**src/rtl/rgmii_rx_pkg.sv**
```systemverilog
// Shared types and constants for the RGMII receive framer.
// The CRC constants are used only when RGMII_RX_FCS_CHECK_EN is defined.
package rgmii_rx_pkg;

  typedef enum logic [1:0] {
    ST_DROP,
    ST_IDLE,
    ST_PREAMBLE,
    ST_DATA
  } rx_state_e;

  localparam logic [7:0]  PREAMBLE_BYTE = 8'h55;
  localparam logic [7:0]  SFD_BYTE      = 8'hD5;
  localparam logic [31:0] CRC32_POLY    = 32'hEDB88320;
  localparam logic [31:0] CRC32_INIT    = 32'hFFFFFFFF;
  localparam logic [31:0] CRC32_RESIDUE = 32'hDEBB20E3;

endpackage

```
**src/rtl/crc32_d8.sv**
```systemverilog
// Reflected CRC-32 advanced by one byte per cycle, LSB of the byte first.
// Only built when RGMII_RX_FCS_CHECK_EN is defined.
`ifdef RGMII_RX_FCS_CHECK_EN
module crc32_d8
  import rgmii_rx_pkg::*;
(
  input  logic [31:0] crc_i,
  input  logic [7:0]  data_i,
  output logic [31:0] crc_o
);

  always_comb begin
    crc_o = crc_i;
    for (int i = 0; i < 8; i++) begin
      crc_o = (crc_o >> 1) ^ (CRC32_POLY & {32{crc_o[0] ^ data_i[i]}});
    end
  end

endmodule
`endif

```
**src/rtl/rgmii_rx_framer.sv**
```systemverilog
// RGMII receive framer: strips preamble/SFD, assembles bytes (1000 or 10/100), reports length and errors.
// Define RGMII_RX_FCS_CHECK_EN to add the FCS residue check on o_rx_crc_err.
//
// state    | meaning
// ST_DROP  | after reset, wait for rx_dv low so no partial frame is taken
// ST_IDLE  | between frames, looking for the first preamble symbol
// ST_PREAMB| preamble seen, waiting for the SFD
// ST_DATA  | delivering frame bytes until rx_dv falls
module rgmii_rx_framer
  import rgmii_rx_pkg::*;
#(
  parameter int P_MAX_LEN = 1526,
  parameter int P_LEN_W   = 11
) (
  input  logic               i_rxc,
  input  logic               i_rst_n,
  input  logic               i_speed1000,
  input  logic [7:0]         i_ddr_data,
  input  logic [1:0]         i_ddr_ctl,
  output logic [7:0]         o_rx_data,
  output logic               o_rx_valid,
  output logic               o_rx_end,
  output logic [P_LEN_W-1:0] o_rx_len,
  output logic               o_rx_err,
  output logic               o_rx_crc_err
);

  localparam logic [P_LEN_W-1:0] MAX_LEN = P_LEN_W'(P_MAX_LEN);

  logic               rx_dv, rx_er;
  rx_state_e          state_q, state_d;
  logic               speed_q, speed_d;
  logic               nib_ph_q, nib_ph_d;
  logic [3:0]         nib_lo_q, nib_lo_d;
  logic [P_LEN_W-1:0] len_q, len_d;
  logic               err_q, err_d;
  logic [7:0]         s1_data_q, s1_data_d;
  logic               s1_vld_q, s1_vld_d;
  logic               s1_end_q, s1_end_d;
  logic               byte_done;
  logic [7:0]         byte_val;
  logic               is_pre, is_sfd;

  assign rx_dv = i_ddr_ctl[0];
  assign rx_er = i_ddr_ctl[1] ^ i_ddr_ctl[0];

  always_comb begin
    state_d   = state_q;
    speed_d   = speed_q;
    nib_ph_d  = nib_ph_q;
    nib_lo_d  = nib_lo_q;
    len_d     = len_q;
    err_d     = err_q;
    s1_data_d = s1_data_q;
    s1_vld_d  = 1'b0;
    s1_end_d  = 1'b0;
    byte_done = 1'b0;
    byte_val  = speed_q ? i_ddr_data : {i_ddr_data[3:0], nib_lo_q};
    // In nibble mode the SFD is identified by its high nibble; low nibbles equal preamble.
    is_pre    = speed_q ? (i_ddr_data == PREAMBLE_BYTE) : (i_ddr_data[3:0] == PREAMBLE_BYTE[3:0]);
    is_sfd    = speed_q ? (i_ddr_data == SFD_BYTE)      : (i_ddr_data[3:0] == SFD_BYTE[7:4]);
    case (state_q)
      ST_DROP: if (!rx_dv) state_d = ST_IDLE;
      ST_IDLE: begin
        if (rx_dv && (i_speed1000 ? (i_ddr_data == PREAMBLE_BYTE)
                                  : (i_ddr_data[3:0] == PREAMBLE_BYTE[3:0]))) begin
          state_d = ST_PREAMBLE;
          speed_d = i_speed1000;
        end
      end
      ST_PREAMBLE: begin
        if (!rx_dv) begin
          state_d = ST_IDLE;
        end else if (is_sfd) begin
          state_d  = ST_DATA;
          len_d    = '0;
          err_d    = 1'b0;
          nib_ph_d = 1'b0;
        end else if (!is_pre) begin
          state_d = ST_IDLE;
        end
      end
      ST_DATA: begin
        if (!rx_dv) begin
          state_d  = ST_IDLE;
          s1_end_d = 1'b1;
          if (nib_ph_q || (len_q == '0)) err_d = 1'b1;
        end else begin
          if (rx_er) err_d = 1'b1;
          if (speed_q || nib_ph_q) byte_done = 1'b1;
          else nib_lo_d = i_ddr_data[3:0];
          if (!speed_q) nib_ph_d = ~nib_ph_q;
          if (byte_done) begin
            if (len_q == MAX_LEN) begin
              err_d = 1'b1;
            end else begin
              s1_vld_d  = 1'b1;
              s1_data_d = byte_val;
              len_d     = len_q + 1'b1;
            end
          end
        end
      end
      default: state_d = ST_DROP;
    endcase
  end

  always_ff @(posedge i_rxc or negedge i_rst_n) begin
    if (!i_rst_n) begin
      state_q    <= ST_DROP;
      speed_q    <= 1'b0;
      nib_ph_q   <= 1'b0;
      nib_lo_q   <= '0;
      len_q      <= '0;
      err_q      <= 1'b0;
      s1_data_q  <= '0;
      s1_vld_q   <= 1'b0;
      s1_end_q   <= 1'b0;
      o_rx_data  <= '0;
      o_rx_valid <= 1'b0;
      o_rx_end   <= 1'b0;
      o_rx_len   <= '0;
      o_rx_err   <= 1'b0;
    end else begin
      state_q    <= state_d;
      speed_q    <= speed_d;
      nib_ph_q   <= nib_ph_d;
      nib_lo_q   <= nib_lo_d;
      len_q      <= len_d;
      err_q      <= err_d;
      s1_data_q  <= s1_data_d;
      s1_vld_q   <= s1_vld_d;
      s1_end_q   <= s1_end_d;
      o_rx_valid <= s1_vld_q;
      if (s1_vld_q) o_rx_data <= s1_data_q;
      o_rx_end   <= s1_end_q;
      o_rx_len   <= s1_end_q ? len_q : '0;
      o_rx_err   <= s1_end_q & err_q;
    end
  end

`ifdef RGMII_RX_FCS_CHECK_EN
  logic [31:0] crc_q, crc_d, crc_upd;

  crc32_d8 u_crc32_d8 (
    .crc_i  (crc_q),
    .data_i (s1_data_d),
    .crc_o  (crc_upd)
  );

  always_comb begin
    crc_d = crc_q;
    if (state_q == ST_PREAMBLE && state_d == ST_DATA) crc_d = CRC32_INIT;
    else if (s1_vld_d) crc_d = crc_upd;
  end

  always_ff @(posedge i_rxc or negedge i_rst_n) begin
    if (!i_rst_n) begin
      crc_q        <= CRC32_INIT;
      o_rx_crc_err <= 1'b0;
    end else begin
      crc_q        <= crc_d;
      o_rx_crc_err <= s1_end_q && (crc_q != CRC32_RESIDUE);
    end
  end
`else
  assign o_rx_crc_err = 1'b0;
`endif

endmodule

```
**config.mk**
```make
export PLATFORM = sky130hd
export DESIGN_NAME = rgmii_rx_framer
export DESIGN_NICKNAME = d
export VERILOG_FILES = /design/src/rtl/rgmii_rx_pkg.sv /design/src/rtl/crc32_d8.sv /design/src/rtl/rgmii_rx_framer.sv
export SDC_FILE = /design/constraint.sdc
export NUM_CORES = 1
export LEC_CHECK = 0
export ABC_AREA = 1
export CAP_MARGIN = 40
export CELL_PAD_IN_SITES_DETAIL_PLACEMENT = 1
export CELL_PAD_IN_SITES_GLOBAL_PLACEMENT = 1
export CORE_AREA = 2 2 82 84
export DETAILED_ROUTE_END_ITERATION = 16
export DIE_AREA = 0 0 84 86
export GPL_ROUTABILITY_DRIVEN = 0
export PLACE_DENSITY_LB_ADDON = 0.1
export SYNTH_ARGS = -nofsm -noshare
export SYNTH_HDL_FRONTEND = slang
export SYNTH_SLANG_ARGS = --single-unit
```
**constraint.sdc**
```tcl
create_clock -name i_rxc -period 3.41 [get_ports i_rxc]
set_input_delay 0.682 -clock i_rxc [delete_from_list [all_inputs] [get_ports i_rxc]]
set_output_delay 0.682 -clock i_rxc [all_outputs]
set_load 0.02 [all_outputs]
```
==> run_results.csv <==
group,metric,value,unit
die,rows,29,
power,switching_share,38.4,%
worst_setup_path,reg2reg_slack,1.30,ns
clocking,cts_root_buf,"clkbuf_8",
synthesis,ys_warn_count,0,
synthesis,ys_types,30,
clocking,cts_buffer_depth,2,
die,chipWidth,84,µm
synthesis,syn_area_per_cell,7.74,µm²
worst_setup_path,cpMaxStageDelayCell,"clkdlybuf4s50_1",
worst_setup_path,reg2reg_from,"speed_q",
status,status,"finished clean",
cells_and_area,final_common_cell,"nand2_1",
die,io-pin-count,36,
synthesis,ys_ff_latch,52,
synthesis,ys_seq_area_share,49.1,%
clocking,insertion_delay,0.31,ns
placed_design,dp_hpwl,4330,µm
power,p_int,1200,µW
die,core_area,6280,µm²
power,cellPowerDensity,635,nW/µm²
cells_and_area,layout_common_cells,"nand2_1 (98), dfrtp_1 (52), inv_1 (44)",
clocking,ctsHoldBuffers,0,
sta,tns,0,ns
worst_setup_path,slowest_delay,0.74,ns
sta,finalHoldWorstSlack,0.371,ns
worst_setup_path,cp_max_fo,10,
global_routing,grt_pass1_vias,2193,
detailed_routing,avgViaCountPerCell,4.83,
clocking,cts_inserted_buffers,5,
synthesis,synth.top_cell.area_share,49.1,%
synthesis,syn_inst,342,
sta,slew_viol_final,0,
worst_setup_path,worstSetupPathType,"input port to register",
global_routing,grt_usage,18.0,%
power,p_comb_share,35.7,%
worst_setup_path,worst_ep_arrival_time,2.35,ns
placed_design,postPlaceCellArea,2990,µm²
worst_setup_path,crit_chain,"clkdlybuf4s50_1 -> nand2_1 -> nor2_1 -> nand2_1 -> a21boi_0 -> nand2_1 -> nand2_1 -> nand2_1",
clocking,clock_sinks,52,
die,die_y,86,µm
sta,setup_viol,0,
worst_setup_path,required,3.62,ns
clocking,htreeDepth,2,
cells_and_area,final_nets,387,
detailed_routing,drt_iter0_markers,62,
global_routing,gr-usage-met1,25.5,%
worst_setup_path,cp-end-kind,"register",
cells_and_area,n_fill_cell,777,
cells_and_area,n_antenna_cell,0,
global_routing,grt_util_met2,28.7,%
synthesis,synth_top_cell_by_area,"dfrtp_1",
global_routing,grt_busiest_layer,"met2",
detailed_routing,wire_per_inst,13.5,µm
synthesis,syn_area,2650,µm²
power,peakVddDrop,0.376,mV
power,netSwitchingPower,749,µW
sta,rsz0062_at_grt,"false",
power,power_frac_seq,46.1,%
detailed_routing,antenna_left,0,
cells_and_area,fin_area,3080,µm²
detailed_routing,drc,0,
global_routing,use_met3,3.18,%
sta,finalHoldViolCount,0,
die,initial_utilization,42.2,%
worst_setup_path,startpoint_type,"input port",
synthesis,synth.area.top_cells,"dfrtp_1 (49%), nand2_1 (14%), inv_1 (6.2%)",
global_routing,grt_max_degree,28,
synthesis,syn_nets,361,
sta,finalCriticalPeriod,2.15,ns
power,static-leakage-power,0.00153,µW
worst_setup_path,crit_end,"state_q[0]",
detailed_routing,routed_wl,6040,µm
sta,final.period_utilization,62.9,%
job,max_cap_violations,0,
cells_and_area,syn2layout_area_growth,16.2,%
sta,tightest_slew,0.622,ns
worst_setup_path,rr_worst_depth,9,
detailed_routing,vias,2152,
worst_setup_path,crit_top_cell,"nand2_1",
clocking,cts_tree,"done",
die,die_area,7220,µm²
global_routing,antenna_found_initial,0,
sta,max_slew_margin,58.6,%
sta,fmax,466,MHz
power,power.share.clock,18.2,%
global_routing,grt_overflow,0,
worst_hold_path,hp-class,"input port to asynchronous set/reset pin",
placed_design,io_buffers,34,
global_routing,grt_pass1_wl,10400,µm
worst_setup_path,rr_endpoint,"len_q[9]",
cells_and_area,drive_above_1_share,4.61,%
detailed_routing,first_pass_iters,5,
clocking,postCtsSetupBuffers,0,
cells_and_area,postLayoutCoreUtil,49.0,%
clocking,clk_pin_slew,0.10,ns
clocking,cts_resized,0,
worst_setup_path,crit_path_start,"i_ddr_ctl[0]",
sta,fin_worst_skew,0.00886,ns
[sequential cells by signal, summed over array words and instances (netlist names)]
register / cells
o_rx_valid: 1
o_rx_err: 1
s1_vld_q: 1
nib_lo_q: 4
o_rx_len: 11
err_q: 1
len_q: 11
state_q: 2
s1_data_q: 8
o_rx_data: 8
nib_ph_q: 1
o_rx_end: 1
speed_q: 1
s1_end_q: 1
[how the worst min path moves through the flow]
stage                      startpoint            to  slack, ns  cells after the start
final                         i_rst_n  o_rx_data[4]       0.37                      1
after global routing          i_rst_n  o_rx_data[4]       0.39                      1
after CTS                     i_rst_n  o_rx_data[4]       0.39                      1
after detailed placement  nib_lo_q[3]   nib_lo_q[3]       0.48                      2
after global placement    nib_lo_q[2]   nib_lo_q[2]       0.47                      2
after floorplan              s1_vld_q    o_rx_valid       0.35                      0
[stage by stage]
stage          setup slack (ns)  power [µW]  instances
3_5_place_dp              0.898        1620        438
3_3_place_gp              0.955        1590        438
5_1_grt                    1.08        2110        446
4_1_cts                    1.23        1980        446
6_report                   1.26        1950        446
2_1_floorplan              1.77        1370        342
[cells in the mapped netlist]
| cell | number |
|---|---|
| o21bai_1 | 1 |
| ha_1 | 6 |
| a21oi_1 | 13 |
| o21a_1 | 1 |
| or2_1 | 1 |
| nand3b_1 | 3 |
| nand4_1 | 4 |
| buf_1 | 1 |
| nor2_2 | 2 |
| nand3_1 | 26 |
| or2_2 | 1 |
| nor2_1 | 41 |
| a21boi_0 | 1 |
| o21ai_1 | 12 |
| clkbuf_1 | 4 |
| nand3_2 | 2 |
| inv_2 | 1 |
| nand2_2 | 1 |
| buf_2 | 5 |
| nand2_1 | 98 |
| nor3b_1 | 2 |
| xnor2_1 | 1 |
| inv_1 | 44 |
| buf_4 | 4 |
| o21ai_0 | 5 |
| buf_6 | 3 |
| dfrtp_1 | 52 |
| o211ai_1 | 5 |
| conb_1 | 1 |
| or2_0 | 1 |
[cells by family after synthesis]
group,share of synthesized area [%]
DFF,49.1
other,0.142
buffers and inverters,10.4
adders and majority gates,2.84
and+or+nand+nor,29.2
xor gates and xnor gates,0.331
AOI/OAI and AO/OA,7.94
[power by group through the flow]
stage          Combinational [µW]  Sequential [µW]  Clock, µW
6_report                      697              900        356
5_1_grt                       787              928        395
4_1_cts                       711              901        368
3_5_place_dp                  706              914          0
3_3_place_gp                  683              903          0
2_1_floorplan                 438              930          0
[layout make-up]
type,instances,area (µm²),share of cell area [%]
clock buffer,6,72.6,2.36
clock inverter,2,16.3,0.529
inverter,45,169,5.49
multi-input combinational,228,1070,34.8
sequential,52,1300,42.3
tap,77,96.3,3.13
timing repair buffer,36,350,11.4
[critical path: cells and delay by family]
family / cells / cell delay [ns]
buffers and inverters: 1 / 0.74
AOI/OAI and AO/OA: 1 / 0.29
and+or+nand+nor: 6 / 0.64
[metal layers]
metal | vias to the layer above | wire length [µm]
met5 | - | 0
met4 | 0 | 70
met3 | 7 | 166
met2 | 35 | 2630
met1 | 1000 | 3170
li1 | 1110 | -
No activity file was read; power rests on OpenSTA's default activity.
